--- src/rtl/fetch_stage.sv ---
`default_nettype none
// ============================================================================
// fetch_stage : PC, one-outstanding imem req/ack fetch, IF/ID register + skid
// Rev 1.0
// ============================================================================
module fetch_stage #(
    parameter int                ADDR_W   = 16,
    parameter logic [ADDR_W-1:0] RESET_PC = '0
) (
    input  logic              clk,
    input  logic              rst_n,
    input  logic              stall_i,
    input  logic              redirect_i,
    input  logic [ADDR_W-1:0] redirect_pc_i,
    output logic              imem_req_o,
    output logic [ADDR_W-1:0] imem_addr_o,
    input  logic              imem_ack_i,
    input  logic [31:0]       imem_rdata_i,
    output logic              instr_valid_o,
    output logic [31:0]       instr_o,
    output logic [4:0]        opcode_o,
    output logic [ADDR_W-1:0] pc_o,
    output logic [ADDR_W-1:0] pc_plus1_o,
    output logic              halted_o
);

    typedef enum logic [1:0] {
        FETCH = 2'd0,
        HOLD  = 2'd1,
        DRAIN = 2'd2,
        HALT  = 2'd3
    } state_t;

    localparam logic [4:0] HALT_OPCODE = 5'b11111;

    state_t              state, state_d;
    logic                req, req_d;
    logic [ADDR_W-1:0]   addr, addr_d;
    logic [ADDR_W-1:0]   pc, pc_d;
    logic                valid, valid_d;
    logic [31:0]         instr, instr_d;
    logic [ADDR_W-1:0]   pc_out, pc_out_d;
    logic [ADDR_W-1:0]   pc_p1, pc_p1_d;
    logic                halted, halted_d;
    logic                skid_valid, skid_valid_d;
    logic [31:0]         skid_instr, skid_instr_d;
    logic [ADDR_W-1:0]   skid_pc, skid_pc_d;

    logic                out_free;
    logic                load_en;
    logic [31:0]         load_word;
    logic [ADDR_W-1:0]   load_pc;

    assign out_free = !valid || !stall_i;

    always_comb begin
        state_d      = state;
        req_d        = req;
        addr_d       = addr;
        pc_d         = pc;
        valid_d      = valid;
        instr_d      = instr;
        pc_out_d     = pc_out;
        pc_p1_d      = pc_p1;
        halted_d     = halted;
        skid_valid_d = skid_valid;
        skid_instr_d = skid_instr;
        skid_pc_d    = skid_pc;
        load_en      = 1'b0;
        load_word    = imem_rdata_i;
        load_pc      = addr;

        if (redirect_i) begin
            valid_d      = 1'b0;
            skid_valid_d = 1'b0;
            halted_d     = 1'b0;
            pc_d         = redirect_pc_i;
            // An unanswered request must still complete at its old address.
            if (req && !imem_ack_i) begin
                state_d = DRAIN;
            end else begin
                state_d = FETCH;
                req_d   = 1'b1;
                addr_d  = redirect_pc_i;
            end
        end else begin
            case (state)
                FETCH: begin
                    req_d = 1'b1;
                    if (req && imem_ack_i) begin
                        pc_d   = pc + ADDR_W'(1);
                        addr_d = pc + ADDR_W'(1);
                        if (out_free) begin
                            load_en = 1'b1;
                        end else begin
                            skid_valid_d = 1'b1;
                            skid_instr_d = imem_rdata_i;
                            skid_pc_d    = addr;
                            req_d        = 1'b0;
                            state_d      = HOLD;
                        end
                    end else if (out_free) begin
                        valid_d = 1'b0;
                    end
                end
                HOLD: begin
                    if (!stall_i && skid_valid) begin
                        load_en      = 1'b1;
                        load_word    = skid_instr;
                        load_pc      = skid_pc;
                        skid_valid_d = 1'b0;
                        req_d        = 1'b1;
                        state_d      = FETCH;
                    end
                end
                DRAIN: begin
                    if (imem_ack_i) begin
                        addr_d  = pc;
                        state_d = FETCH;
                    end
                end
                HALT: begin
                    req_d = 1'b0;
                    if (valid && !stall_i) begin
                        valid_d = 1'b0;
                    end
                end
                default: state_d = FETCH;
            endcase
        end

        if (load_en) begin
            instr_d  = load_word;
            pc_out_d = load_pc;
            pc_p1_d  = load_pc + ADDR_W'(1);
            valid_d  = 1'b1;
            if (load_word[31:27] == HALT_OPCODE) begin
                state_d  = HALT;
                req_d    = 1'b0;
                halted_d = 1'b1;
            end
        end
    end

    always_ff @(posedge clk or negedge rst_n) begin
        if (!rst_n) begin
            state      <= FETCH;
            req        <= 1'b0;
            addr       <= RESET_PC;
            pc         <= RESET_PC;
            valid      <= 1'b0;
            instr      <= '0;
            pc_out     <= '0;
            pc_p1      <= ADDR_W'(1);
            halted     <= 1'b0;
            skid_valid <= 1'b0;
            skid_instr <= '0;
            skid_pc    <= '0;
        end else begin
            state      <= state_d;
            req        <= req_d;
            addr       <= addr_d;
            pc         <= pc_d;
            valid      <= valid_d;
            instr      <= instr_d;
            pc_out     <= pc_out_d;
            pc_p1      <= pc_p1_d;
            halted     <= halted_d;
            skid_valid <= skid_valid_d;
            skid_instr <= skid_instr_d;
            skid_pc    <= skid_pc_d;
        end
    end

    assign imem_req_o    = req;
    assign imem_addr_o   = addr;
    assign instr_valid_o = valid;
    assign instr_o       = instr;
    assign opcode_o      = valid ? instr[31:27] : 5'b00000;
    assign pc_o          = pc_out;
    assign pc_plus1_o    = pc_p1;
    assign halted_o      = halted;

endmodule
`default_nettype wire

--- config.mk ---
export PLATFORM = sky130hd
export DESIGN_NAME = fetch_stage
export DESIGN_NICKNAME = d
export VERILOG_FILES = /design/src/rtl/fetch_stage.sv
export SDC_FILE = /design/constraint.sdc
export NUM_CORES = 1
export LEC_CHECK = 0
export CAP_MARGIN = 10
export CORE_UTILIZATION = 57
export CTS_CLUSTER_DIAMETER = 30
export CTS_CLUSTER_SIZE = 30
export DETAILED_ROUTE_END_ITERATION = 10
export PLACE_DENSITY = 0.83
export SYNTH_ARGS = -nofsm -noshare
export SYNTH_HDL_FRONTEND = slang
export SYNTH_SLANG_ARGS = --single-unit
--- constraint.sdc ---
create_clock -name clk -period 4.25 [get_ports clk]
set_input_delay 0.85 -clock clk [delete_from_list [all_inputs] [get_ports clk]]
set_output_delay 0.85 -clock clk [all_outputs]
set_load 0.02 [all_outputs]
==> Yosys cells after proc, flatten, opt, wreduce, memory -nomap -nowiden <==
Index checks and enable logic that the tools add are counted.
{ "totals": {"register_bits": 150, "latchBits": 0, "ram_bits": 0, "mem_bits_ro": 0, "in_bits": 53, "out_inout_bits": 88, "word_cells": 96, "mem_count": 0} }
{ "op_classes": {"addsub": 2, "multipliers": 0, "n_div": 0, "magnitude_cmp": 0, "n_eq_ne": 12, "n_shift": 0, "muxes": 49, "bitwise": 2, "reduce_logical": 19} }
{ "op_table": {"columns": ["op", "count"], "rows": [
  ["$mux W16", 9],
  ["$mux W32", 3],
  ["$add A16 B1 Y16 const B", 2],
  ["$pmux W16 S2", 1],
  ["$mux W1", 22],
  ["$mux W2", 8],
  ["$reduce_and A4 Y1", 4],
  ["$ne A3 B3 Y1 const B", 4],
  ["$ne A4 B4 Y1 const B", 3],
  ["$pmux W1 S2", 3],
  ["$pmux W2 S3", 1],
  ["$reduce_bool A3 Y1", 2],
  ["$eq A5 B5 Y1 const B", 1],
  ["$mux W5", 1],
  ["$eq A2 B2 Y1 const B", 2],
  ["$logic_and A1 B1 Y1", 4],
  ["$reduce_bool A2 Y1", 2],
  ["$reduce_bool A4 Y1", 1],
  ["$logic_not A1 Y1", 3],
  ["$pmux W1 S3", 1],
  ["$eq A2 B1 Y1 const B", 1],
  ["$logic_not A2 Y1", 1],
  ["$ne A2 B2 Y1 const B", 1],
  ["$not A1 Y1", 2],
  ["other kinds (2)", 2]
]} }

==> Depth between registers and ports, before layout <==
{ "logic_depth": {"ltp_word": 8, "depth_mapped": 14, "mapped_depth_nobuf": 11} }

==> Worst setup path before layout <==
Ideal clock, no wire load.
{ "synth_path": {"path_type": "in2reg", "from": "input port stall_i", "to": "register pc_p1[14], in the netlist pc_plus1_o[14]", "setup_time_ns": 0.124, "t_arrival_ns": 3.018, "t_required_ns": 4.126, "slack_ns": 1.108, "path_stages": 12, "path_buffers": 4, "cell_sequence": "clkbuf_1 > and4bb_1 > buf_2 > buf_2 > nand2_1 > nand2_1 > ha_1 > clkbuf_1 > nand2_1 > nor4_1 > nor3_1 > o31a_1"} }
{ "synth_via": {"elab_chain_len": 6, "elab_cells_between_ends": 12, "classes_between": "add/sub (1); mux (8); reduce/logical (3)"} }
{ "synth_rtl": {"columns": ["element", "line_no", "source"], "rows": [
  ["start: declaration", "12", "input logic stall_i,"],
  ["$logic_not A1 Y1", "107", "if (!stall_i && skid_valid) begin"],
  ["$logic_and A1 B1 Y1", "107", null],
  ["$mux W16", "107", null],
  ["$mux W16", "87", "case (state)"],
  ["$mux W16", "73", "if (redirect_i) begin"],
  ["via load_pc[0]", "52", "logic [ADDR_W-1:0] load_pc;"],
  ["$add A16 B1 Y16", "135", "pc_p1_d = load_pc + ADDR_W'(1);"],
  ["end signal: assignment", "167", "pc_p1 <= pc_p1_d;"],
  ["end: declaration", "43", "logic [ADDR_W-1:0] pc_p1, pc_p1_d;"]
]} }
The timed path passes the listed nets, and every way through them passes these cells.
A chain may end at the register's enable or synchronous reset.

==> Worst setup path after layout <==
{ "layout_path": {"from": "input port redirect_i", "to": "register pc_p1[14], in the netlist pc_plus1_o[14]"} }
{ "layout_via": {"elab_chain_len": 2, "elab_cells_between_ends": 3, "classes_between": "add/sub (1); mux (2)"} }
{ "layout_rtl": {"columns": ["element", "line_no", "source"], "rows": [
  ["start: declaration", "13", "input logic redirect_i,"],
  ["$mux W16", "73", null],
  ["via load_pc[0]", "52", null],
  ["$add A16 B1 Y16", "135", null]
]} }
The timed path passes the listed nets, and every way through them passes these cells.

==> summary.md <==
| Metric | Value |
|---|---|
| Minimum clock period | ~3.2 ns |
| Nets | around 900 |
| Area contributors post-synth | dfrtp_1 (50%), mux2_2 (8.4%), mux2i_1 (7.4%) |
| CP delay by family, top | simple AND/OR/NAND/NOR gates |
| Io pins | about 140 |
| Drt first pass iters | 5 |
| Final Hold Viols | 0 |
| Most frequent cells after synthesis | dfrtp_1 (149), nand2_1 (112), o21ai_0 (79), mux2_2 (56), mux2i_1 (55) |
| Worst Skew | 0.004735 ns |
| Setup crit start kind | primary input |
| Vias per cell | between 5 and 6 |
| Gp weighted congestion | 0.9002 |
| Met1 usage | 0.3623 |
| Area delta synth->final | 27.97% |
| R2R Path End | skid_instr[9] |
| Max Cap Violations | 0 |
| Clk Latency, worst-skew pair | between 0.4 and 0.5 ns |
| Chip height | 116.6 um |
| Die Area | 13590 um^2 |
| LEAKAGE | 4.296 nW |
| CP most frequent cell | nand2_1 |
| Die width | ~120 um |
| Initial Utilization | 0.5882 |
| GRT Total Usage | 0.2844 |
| First-pass GRT wire length | around 30 mm |
| Fin. max-slew vios | 0 |
| Setup CP Type | in -> reg |
| Syn_area_per_cell | approximately 10 um^2 |
| Worst Max-Slew Pin Slew | 1.006 ns |
| Root Driver | clkbuf_16 |
| Antenna-violating nets left | 0 |
| Critical path's largest stage delay | 0.67 ns |
| Number of distinct library cells after synthesis | 47 |
| Port buffer count | 140 |
| Status | finished clean |
| # setup viols final | 0 |
| Largest net degree at the start of global routing | between 100 and 150 |
| CTS resizes | 0 |
| Number of global-route vias before repair | roughly 6000 |
| Busiest grt layer | met2 |
| Number of stages on the worst setup path | 9 |
| CP Data Arrival Time | 3.48 ns |
| Worst setup EP type | register |
| Worst setup path start | redirect_i |
| End of the critical path | pc_plus1_o[14] |
| Cells after synthesis | about 720 |
| CTS sink count | 150 |
| Top cell type's share of synthesized area | 0.4982 |
| Total grt overflow | 0 |
| Register-to-Register Path Depth | 7 |
| Max Freq | ~310 MHz |
| Tot Pwr | approximately 5.8 mW |
| Routed WL per cell | around 18 um |
| Critical path buffer and inverter count | 1 |
| Syn_nets | 782 |
| CTS Buffer Depth | 2 |
| TNS Setup | 0 ns |
| Sw Share | 0.3466 |
| Diodes inserted | 0 |
| Initial antenna violation count | 0 |
| M2 GR Usage | 0.4801 |
| Mapped Area | 7483 um^2 |
| Routed Wire Length | between 15 and 20 mm |
| Crit-path cells | clkdlybuf4s50_1, nand4bb_4, nand2_1, nand2_1, ha_1, nand2_1, nor4_1, nor3_1, o31a_1 |
| Unrepaired setup endpoints after global routing | no |
| Cell Int Power | 3.803 mW |
| Share of power burned in combinational logic | 0.341 |
| Met3 GRT Util | 0.05449 |
| DP HPWL | between 10 and 15 mm |
| Layout cell share with drive strength beyond 1 | 0.1187 |
| Number of placement rows | 41 |
| Primary FF master, synth | dfrtp_1 |
| Clock-pin slew on the worst setup and hold paths | ~0.06 ns |
| EDFF count, synth | 0 |
| Fin crit share | 0.7479 |
| Post-synthesis sequential area ratio | 0.5018 |
| Number of CTS-inserted buffers | 17 |
| Most used standard cell by instance count after synthesis | dfrtp_1 |
| Yosys reg bits | 150 |
| Post-synth top area cell | dfrtp_1 |
| Drc violations | 0 |
| Htree depth | 4 |
| Yosys warnings | 0 |
| CTS tree | done |
| Worst endpoint required time | approximately 4.6 ns |
| Hold_buf cts | 0 |
| Hold Crit Class | reg -> reg |
| Initial DRC Count | 386 |
| Clock power share | 0.248 |
| FFs w/ async S/R, synth | 1.000 |
| IR drop worst, VDD | between 0.2 and 0.3 mV |
| Critical R2R Launch | state[0] |
| Core area | ~13000 um^2 |
| # Post-CTS Setup Buffers | 0 |
| R2R Setup Slk | between 1 and 1.5 ns |
| Slew Limit Headroom | 0.3295 |
| PwrDens | 607.7 nW/um^2 |
| Crit-path max FO | 19 |
| Net Sw Power | a little over 2 mW |
| Vias post-DR | between 5000 and 6000 |
| Sequential power share | 0.411 |
| Worst path slowest cell | clkdlybuf4s50_1 |
## power by group through the flow
stage	clock network [mW]	registers, mW	logic (mW)
2_1_floorplan	0	2.66	0.691
3_3_place_gp	0	2.36	1.92
3_5_place_dp	0	2.40	1.98
4_1_cts	1.46	2.38	2.00
5_1_grt	1.53	2.45	2.15
6_report	1.45	2.39	1.98
## how the worst min path moves through the flow
stage	startpoint	endpoint	slack, ns	cells after the start
3_3_place_gp	pc_plus1_o[0]	pc_plus1_o[0]	0.46	2
3_5_place_dp	pc_plus1_o[12]	pc_plus1_o[12]	0.47	2
2_1_floorplan	skid_instr[23]	skid_instr[23]	0.48	1
6_report	pc_plus1_o[0]	pc_plus1_o[0]	0.47	2
5_1_grt	pc_plus1_o[0]	pc_plus1_o[0]	0.48	2
4_1_cts	pc_plus1_o[0]	pc_plus1_o[0]	0.47	2
## layout by cell type (no fill, tap or decap), types with 14 or more instances in the layout
master,count
mux2i_1,55
a21oi_1,14
nand4_1,16
clkbuf_16,17
xor2_1,21
dfrtp_1,149
xnor2_1,23
nand3_1,23
nor2_1,22
mux2_2,56
o21ai_0,79
nand2_1,112
clkdlybuf4s50_1,139
## layer usage
metal | vias up | share of wire
li1 | 2799 | -
met1 | 2937 | 0.42
met2 | 224 | 0.50
met3 | 25 | 0.069
met4 | 0 | 0.017
met5 | - | 0
## registers in the layout, indices dropped and copies added, names as in the netlist
register / count
halted_o: 1
instr_o: 32
imem_addr_o: 16
pc: 16
state: 2
skid_instr: 32
imem_req_o: 1
pc_o: 16
pc_plus1_o: 16
instr_valid_o: 1
skid_pc: 16
skid_valid: 1
## per-stage QoR
stage	instance area (um^2)	hold slack, ns	utilization	setup slack, ns	std cells
floorplan	7483	0.4800	-	1.108	722
global placement	9010	0.4579	0.7082	0.8311	1000
detailed placement	9010	0.4674	0.7082	0.7345	1000
CTS	9577	0.4726	0.7528	1.121	1031
global route	9577	0.4794	0.7528	0.9343	1031
finish	9577	0.4722	0.7528	1.071	1031
## cell families after synthesis
family / after synthesis / synth area share
XOR/XNOR: 44 / 0.05150
flip-flops: 150 / 0.5018
AO/OA/AOI/OAI: 122 / 0.09430
multiplexers: 111 / 0.1578
adder cells (fa/ha/maj): 7 / 0.01170
buffers and inverters: 55 / 0.03260
AND/OR/NAND/NOR: 233 / 0.1503
## cell type report
cell class	instances	area [um^2]
flip-flops and latches	150	3755
clock inverters	9	102.6
repair buffers	150	1490
multi-input cells	517	3508
well taps	172	215.2
clock buffers	22	464.2
inverters	11	41.29
fillers	898	3146
## worst reg2reg max path: stages, from the launching register on
cell and delay [ns]:
dfrtp_1 0.44, inv_1 0.13, ha_1 0.35, and3_1 0.33, nand3_1 0.18, nor2_4 0.60, buf_12 0.29, mux2_2 0.37
(Power assumes the default switching activity.)
